<file path="src/rtl/jogo_sequencia_param_if.sv">
// Signal bundle between the player/board side and the sequence-memory game engine.
// The slave modport is the engine; the master modport drives buttons and level selects.
interface jogo_sequencia_param_if #(
  parameter int N_BOTOES    = 4,
  parameter int MAX_RODADAS = 16
);
  localparam int W_R = $clog2(MAX_RODADAS + 1);

  logic                iniciar;
  logic [N_BOTOES-1:0] botoes;
  logic                nivel_rodadas;
  logic                nivel_tempo;
  logic [N_BOTOES-1:0] leds;
  logic                vez_jogador;
  logic                nova_jogada;
  logic                ganhou;
  logic                perdeu;
  logic                pronto;
  logic [3:0]          db_estado;
  logic [W_R-1:0]      db_rodada;
  logic                db_timeout;

  modport master (
    output iniciar, botoes, nivel_rodadas, nivel_tempo,
    input  leds, vez_jogador, nova_jogada, ganhou, perdeu, pronto,
           db_estado, db_rodada, db_timeout
  );

  modport slave (
    input  iniciar, botoes, nivel_rodadas, nivel_tempo,
    output leds, vez_jogador, nova_jogada, ganhou, perdeu, pronto,
           db_estado, db_rodada, db_timeout
  );
endinterface

</file>
<file path="src/rtl/jogo_sequencia_param.sv">
// Simon-style sequence-memory game: LFSR-generated one-hot elements are appended each round,
// replayed on the LEDs and then checked against edge-detected player moves.
module jogo_sequencia_param #(
  parameter int          N_BOTOES    = 4,
  parameter int          MAX_RODADAS = 16,
  parameter int          CLOCK_FREQ  = 5000,
  parameter int          T_LED       = CLOCK_FREQ / 2,
  parameter int          T_TIMEOUT   = 3 * CLOCK_FREQ,
  parameter logic [15:0] SEMENTE     = 16'hACE1
) (
  input  logic                  clock,
  input  logic                  reset,
  jogo_sequencia_param_if.slave bus
);
  localparam int W_R   = $clog2(MAX_RODADAS + 1);
  localparam int W_I   = (MAX_RODADAS > 1) ? $clog2(MAX_RODADAS) : 1;
  localparam int T_MAX = (T_LED > T_TIMEOUT) ? T_LED : T_TIMEOUT;
  localparam int W_T   = $clog2(T_MAX + 1);

  typedef enum logic [3:0] {
    INICIAL   = 4'h0,
    PREPARA   = 4'h1,
    GERA      = 4'h2,
    MOSTRA    = 4'h3,
    INTERVALO = 4'h4,
    ESPERA    = 4'h5,
    REGISTRA  = 4'h6,
    COMPARA   = 4'h7,
    GANHOU    = 4'hA,
    PERDEU    = 4'hB,
    TIMEOUT   = 4'hC
  } estado_t;

  estado_t             r_estado;
  estado_t             w_estado_next;
  logic [15:0]         r_lfsr;
  logic [N_BOTOES-1:0] r_mem [MAX_RODADAS];
  logic [W_R-1:0]      r_rodada;
  logic [W_I-1:0]      r_indice;
  logic [W_T-1:0]      r_timer;
  logic [N_BOTOES-1:0] r_valor;
  logic [N_BOTOES-1:0] r_botoes_q;
  logic [N_BOTOES-1:0] r_leds;
  logic                r_nivel_rod;
  logic                r_nivel_tempo;
  logic                r_vez;
  logic                r_nova;
  logic                r_ganhou;
  logic                r_perdeu;
  logic                r_pronto;
  logic                r_timeout;

  logic                w_fb;
  logic [N_BOTOES-1:0] w_elem;
  logic [N_BOTOES-1:0] w_mem_atual;
  logic [W_R-1:0]      w_limite;
  logic                w_evento;
  logic                w_ultimo;
  logic                w_fim_led;
  logic                w_fim_tempo;

  // Fibonacci taps 16,14,13,11 in right-shift form
  assign w_fb        = r_lfsr[0] ^ r_lfsr[2] ^ r_lfsr[3] ^ r_lfsr[5];
  assign w_elem      = N_BOTOES'(1) << (r_lfsr % 16'(N_BOTOES));
  assign w_mem_atual = r_mem[r_indice];
  assign w_limite    = r_nivel_rod ? W_R'(MAX_RODADAS) : W_R'(MAX_RODADAS / 2);
  assign w_evento    = (|bus.botoes) & ~(|r_botoes_q);
  assign w_ultimo    = (W_R'(r_indice) == r_rodada - W_R'(1));
  assign w_fim_led   = (r_timer == W_T'(T_LED - 1));
  assign w_fim_tempo = (r_timer == W_T'(T_TIMEOUT - 1));

  always_comb begin
    w_estado_next = r_estado;
    case (r_estado)
      INICIAL:   if (bus.iniciar) w_estado_next = PREPARA;
      PREPARA:   w_estado_next = GERA;
      GERA:      w_estado_next = MOSTRA;
      MOSTRA:    if (w_fim_led) w_estado_next = INTERVALO;
      INTERVALO: if (w_fim_led) w_estado_next = w_ultimo ? ESPERA : MOSTRA;
      // a move arriving on the expiry cycle still counts as a move
      ESPERA: begin
        if (w_evento) w_estado_next = REGISTRA;
        else if (r_nivel_tempo && w_fim_tempo) w_estado_next = TIMEOUT;
      end
      REGISTRA:  w_estado_next = COMPARA;
      COMPARA: begin
        if (r_valor != w_mem_atual) w_estado_next = PERDEU;
        else if (w_ultimo) w_estado_next = (r_rodada == w_limite) ? GANHOU : GERA;
        else w_estado_next = ESPERA;
      end
      GANHOU, PERDEU, TIMEOUT: if (bus.iniciar) w_estado_next = PREPARA;
      default:   w_estado_next = INICIAL;
    endcase
  end

  // Sequence memory has no reset: entries are always written before being read
  always_ff @(posedge clock) begin
    if (r_estado == GERA) r_mem[W_I'(r_rodada)] <= w_elem;
  end

  always_ff @(posedge clock or posedge reset) begin
    if (reset) begin
      r_estado      <= INICIAL;
      r_lfsr        <= SEMENTE;
      r_rodada      <= '0;
      r_indice      <= '0;
      r_timer       <= '0;
      r_valor       <= '0;
      r_botoes_q    <= '0;
      r_leds        <= '0;
      r_nivel_rod   <= 1'b0;
      r_nivel_tempo <= 1'b0;
      r_vez         <= 1'b0;
      r_nova        <= 1'b0;
      r_ganhou      <= 1'b0;
      r_perdeu      <= 1'b0;
      r_pronto      <= 1'b0;
      r_timeout     <= 1'b0;
    end else begin
      r_lfsr     <= {w_fb, r_lfsr[15:1]};
      r_botoes_q <= bus.botoes;
      r_estado   <= w_estado_next;
      r_vez      <= (w_estado_next == ESPERA);
      r_nova     <= (w_estado_next == GERA);
      r_ganhou   <= (w_estado_next == GANHOU);
      r_perdeu   <= (w_estado_next == PERDEU) || (w_estado_next == TIMEOUT);
      r_pronto   <= (w_estado_next == GANHOU) || (w_estado_next == PERDEU) ||
                    (w_estado_next == TIMEOUT);
      r_timeout  <= (w_estado_next == TIMEOUT);

      // one timer serves LED on/off phases and the per-move timeout
      if (w_estado_next != r_estado) r_timer <= '0;
      else if (r_estado == MOSTRA || r_estado == INTERVALO ||
               (r_estado == ESPERA && r_nivel_tempo)) r_timer <= r_timer + W_T'(1);

      case (r_estado)
        PREPARA: begin
          r_rodada      <= '0;
          r_indice      <= '0;
          r_nivel_rod   <= bus.nivel_rodadas;
          r_nivel_tempo <= bus.nivel_tempo;
        end
        GERA: begin
          r_rodada <= r_rodada + W_R'(1);
          r_indice <= '0;
        end
        INTERVALO: begin
          if (w_estado_next == MOSTRA) r_indice <= r_indice + W_I'(1);
          else if (w_estado_next == ESPERA) r_indice <= '0;
        end
        ESPERA:  if (w_estado_next == REGISTRA) r_valor <= bus.botoes;
        COMPARA: if (w_estado_next == ESPERA) r_indice <= r_indice + W_I'(1);
        default: ;
      endcase

      // element 0 of round 1 is still being written while MOSTRA is entered
      if (w_estado_next == MOSTRA) begin
        if (r_estado == GERA) r_leds <= (r_rodada == '0) ? w_elem : r_mem[0];
        else if (r_estado == INTERVALO) r_leds <= r_mem[r_indice + W_I'(1)];
      end else if (w_estado_next == ESPERA) begin
        r_leds <= bus.botoes;
      end else begin
        r_leds <= '0;
      end
    end
  end

  assign bus.leds        = r_leds;
  assign bus.vez_jogador = r_vez;
  assign bus.nova_jogada = r_nova;
  assign bus.ganhou      = r_ganhou;
  assign bus.perdeu      = r_perdeu;
  assign bus.pronto      = r_pronto;
  assign bus.db_estado   = r_estado;
  assign bus.db_rodada   = r_rodada;
  assign bus.db_timeout  = r_timeout;
endmodule

</file>
<file path="src/flat_wrapper.sv">
// flat-port wrapper written by rule: the top's interface ports become plain ports
module jogo_sequencia_param_flat 
#(
  parameter int          N_BOTOES    = 4,
  parameter int          MAX_RODADAS = 16,
  parameter int          CLOCK_FREQ  = 5000,
  parameter int          T_LED       = CLOCK_FREQ / 2,
  parameter int          T_TIMEOUT   = 3 * CLOCK_FREQ,
  parameter logic [15:0] SEMENTE     = 16'hACE1
)
  (clock, reset, bus_iniciar, bus_botoes, bus_nivel_rodadas, bus_nivel_tempo, bus_leds, bus_vez_jogador, bus_nova_jogada, bus_ganhou, bus_perdeu, bus_pronto, bus_db_estado, bus_db_rodada, bus_db_timeout);
  jogo_sequencia_param_if #(.N_BOTOES(N_BOTOES), .MAX_RODADAS(MAX_RODADAS)) bus_i ();
  input  logic clock;
  input  logic reset;
  input wire logic [$bits(bus_i.iniciar)-1:0] bus_iniciar;
  input wire logic [$bits(bus_i.botoes)-1:0] bus_botoes;
  input wire logic [$bits(bus_i.nivel_rodadas)-1:0] bus_nivel_rodadas;
  input wire logic [$bits(bus_i.nivel_tempo)-1:0] bus_nivel_tempo;
  output wire logic [$bits(bus_i.leds)-1:0] bus_leds;
  output wire logic [$bits(bus_i.vez_jogador)-1:0] bus_vez_jogador;
  output wire logic [$bits(bus_i.nova_jogada)-1:0] bus_nova_jogada;
  output wire logic [$bits(bus_i.ganhou)-1:0] bus_ganhou;
  output wire logic [$bits(bus_i.perdeu)-1:0] bus_perdeu;
  output wire logic [$bits(bus_i.pronto)-1:0] bus_pronto;
  output wire logic [$bits(bus_i.db_estado)-1:0] bus_db_estado;
  output wire logic [$bits(bus_i.db_rodada)-1:0] bus_db_rodada;
  output wire logic [$bits(bus_i.db_timeout)-1:0] bus_db_timeout;
  assign bus_i.iniciar = bus_iniciar;
  assign bus_i.botoes = bus_botoes;
  assign bus_i.nivel_rodadas = bus_nivel_rodadas;
  assign bus_i.nivel_tempo = bus_nivel_tempo;
  assign bus_leds = bus_i.leds;
  assign bus_vez_jogador = bus_i.vez_jogador;
  assign bus_nova_jogada = bus_i.nova_jogada;
  assign bus_ganhou = bus_i.ganhou;
  assign bus_perdeu = bus_i.perdeu;
  assign bus_pronto = bus_i.pronto;
  assign bus_db_estado = bus_i.db_estado;
  assign bus_db_rodada = bus_i.db_rodada;
  assign bus_db_timeout = bus_i.db_timeout;
  jogo_sequencia_param #(.N_BOTOES(N_BOTOES), .MAX_RODADAS(MAX_RODADAS), .CLOCK_FREQ(CLOCK_FREQ), .T_LED(T_LED), .T_TIMEOUT(T_TIMEOUT), .SEMENTE(SEMENTE)) u_core (.clock(clock), .reset(reset), .bus(bus_i));
endmodule
</file>
<file path="config.mk">
export PLATFORM = sky130hd
export DESIGN_NAME = jogo_sequencia_param_flat
export DESIGN_NICKNAME = d
export VERILOG_FILES = /design/src/rtl/jogo_sequencia_param_if.sv /design/src/rtl/jogo_sequencia_param.sv /design/src/flat_wrapper.sv
export SDC_FILE = /design/constraint.sdc
export NUM_CORES = 1
export LEC_CHECK = 0
export CAP_MARGIN = 20
export CORE_MARGIN = 2
export CORE_UTILIZATION = 55
export DETAILED_ROUTE_END_ITERATION = 6
export PLACE_DENSITY = 0.82
export SYNTH_ARGS = -nofsm -noshare
export SYNTH_HDL_FRONTEND = slang
export SYNTH_SLANG_ARGS = --single-unit
</file>
<file path="constraint.sdc">
create_clock -name clock -period 3.9 [get_ports clock]
set_input_delay 0.78 -clock clock [delete_from_list [all_inputs] [get_ports clock]]
set_output_delay 0.78 -clock clock [all_outputs]
set_load 0.1 [all_outputs]
</file>
==> run_results.csv <==
group,metric,value,unit
cts,cts_buffers,17,
timing,worst_clock_skew,0.0112,ns
yosys,synth_cell_types,69,
yosys,yosysMostFrequentCell,"edfxtp_1",
die,initial_core_util,0.564,
cts,clk_path_buf_depth,2,
yosys,yosysTopAreaCellShare,0.298,
setup_path,crit_arrival,3.55,ns
route,final_antenna_net_count,0,
die,rows,39,
timing,max_freq,0.311,GHz
yosys,synth_edf_count,64,
setup_path,crit_path_max_fanout,15,
setup_path,crit_path_start,"u_core.r_indice[1]",
place,gp_congestion,0.940,
yosys,synth_top_cell_by_area,"edfxtp_1",
cts,post_cts_buffers,0,
yosys,ys_ff_latch,127,
cells_and_area,final-instance-count-excl-fill,687,
route,wire_per_inst,21.4,um
cts,cts_sinks,127,
cells_and_area,final_nets,547,
cells_and_area,n_antenna_cell,0,
yosys,ys_warn_count,0,
cells_and_area,area_growth,15.6,%
setup_path,r2r_start,"u_core.r_indice[1]",
global_routing,grt_first_pass_wirelength,23.6,mm
place,place_inst,654,
yosys,synthTopCellsByCount,"edfxtp_1, nor2_1, dfrtp_1",
setup_path,cp-end-kind,"flip-flop",
yosys,synthCells,502,
power_and_ir_drop,power,5.18,mW
setup_path,required,4.23,ns
cells_and_area,fin_util,0.652,
route,routed_wirelength,14.7,mm
timing,grt_setup_unrepaired,"false",
route,dr_total_vias,4359,
power_and_ir_drop,power_density,695,mW/mm^2
die,ioPinCount,28,
cts,cts_tree,"built",
cts,clk_latency,0.42,ns
cells_and_area,final_cell_area,0.00745,mm^2
cts,cts_resized,0,
cts,clk_pin_slew,0.06,ns
cells_and_area,drive_gt1_frac,0.182,
hold_path,min_path_type,"reg -> reg",
timing,tightest_slew,1.06,ns
yosys,synth_area_leaders,"edfxtp_1, dfrtp_1, mux4_2",
timing,finalWorstPathRequiredPeriod,3.21,ns
timing,finalHoldViolations,0,
power_and_ir_drop,peakVddDrop,893,uV
timing,fin_setup_tns,0,ns
die,die_x,112,um
hold_path,hp-start,"u_core.r_lfsr[14]",
job,max_cap_violations,0,
timing,drv_slew,0,
cts,h-tree-depth,4,
global_routing,gr-total-overflow,0,
global_routing,grt_max_degree,47,
global_routing,grt_pass1_vias,4316,
timing,setup_ws,0.686,ns
timing,period_share,0.824,
place,io_buffers,27,
timing,slew_headroom,0.291,
yosys,synth_nets,518,
yosys,syn-cell-area,0.00644,mm^2
die,core,0.0114,mm^2
route,first_iter_violations,549,
cts,postCtsHoldBufs,0,
route,route.detailed.drc,0,
yosys,synthArstFlopShare,0.496,
setup_path,critical_path_class,"reg -> reg",
power_and_ir_drop,p_leak,2.82,nW
place,dpl-instance-area,0.00682,mm^2
timing,hold_ws,0.353,ns
global_routing,grt_antenna_before_repair,0,
outcome,outcome,"completed",
timing,setup_viol,0,
place,place_ws,0.511,ns
die,die_h,112,um
global_routing,track_usage,0.246,
yosys,avgSynthCellArea,12.8,um^2
yosys,yosysSeqAreaShare,0.544,
route,firstDrtPassIters,5,
die,die_area,0.0126,mm^2
yosys,synthFlopType,"edfxtp_1",
place,dp_hpwl,10.1,mm
setup_path,critPathLaunchType,"flip-flop",
route,via_per_inst,6.34,
cts,cts_root_buffer,"clkbuf_16",
-- report_power, final --
group / total, mW / internal, mW / leakage [nW] / switching (mW)
combinational: 1.83 / 0.641 / 1.07 / 1.19
clock: 1.66 / 1.06 / 0.290 / 0.592
sequential: 1.69 / 1.52 / 1.46 / 0.172
total: 5.18 / 3.23 / 2.82 / 1.95
-- kinds of logic after synthesis --
group | share of synthesized area
compound gates | 0.0748
fa+ha+maj | 0.0136
flops | 0.544
xor+xnor | 0.0476
mux | 0.139
simple gates | 0.155
buf+inv | 0.0250
-- sequential cells by signal, indices dropped and copies added (netlist names), 4 cells and up --
signal                count
u_core.bus.db_estado      4
u_core.bus.db_rodada      5
u_core.bus.leds           4
u_core.r_botoes_q         4
u_core.r_indice           4
u_core.r_lfsr            16
u_core.r_mem             64
u_core.r_timer           14
u_core.r_valor            4
-- cell type report --
cell class	instances	area, um^2
clock buffers	17	425
clock inverters	15	194
fillers	811	3970
inverters	9	33.8
multi-input cells	343	2780
flip-flops and latches	127	3510
well taps	143	179
repair buffers	33	325
-- path summary, 6_finish.rpt --
kind,slack [ns],endpoint,depth (start not counted)
max,0.69,u_core.r_timer[3],9
min,0.35,u_core.r_lfsr[13],0
max reg2reg,0.69,u_core.r_timer[3],9
min reg2reg,0.35,u_core.r_lfsr[13],0
max in group asynchronous,2.21,u_core.r_lfsr[10],3
min in group asynchronous,0.79,u_core.bus.db_rodada[1],2
-- cells in the final DEF (no fill, tap or decap), types with 10 or more instances in the layout --
| cell type | instances |
|---|---|
| mux2i_1 | 30 |
| mux4_2 | 24 |
| nor2_1 | 57 |
| xor2_1 | 12 |
| edfxtp_1 | 64 |
| clkbuf_16 | 17 |
| xnor2_1 | 23 |
| nand2_1 | 41 |
| clkdlybuf4s50_1 | 26 |
| nand3_1 | 10 |
| dfrtp_1 | 54 |
| o21ai_0 | 11 |
-- metal layers --
metal  GRT usage  vias up  share of wire
met5           0        -              0
met1       0.306     2209           0.41
met3      0.0648       50          0.054
met4       0.120        0          0.041
li1            -     1938              -
met2       0.403      162           0.50
-- worst max-delay path: stages (launching register included) --
cell	delay, ns
dfrtp_1	0.82
nor2b_1	0.26
a22o_1	0.28
a221oi_2	0.24
xnor2_1	0.17
nand4b_2	0.19
a21oi_1	0.36
or3b_1	0.19
nand4_2	0.36
nor2_1	0.24
(Power assumes the default switching activity.)
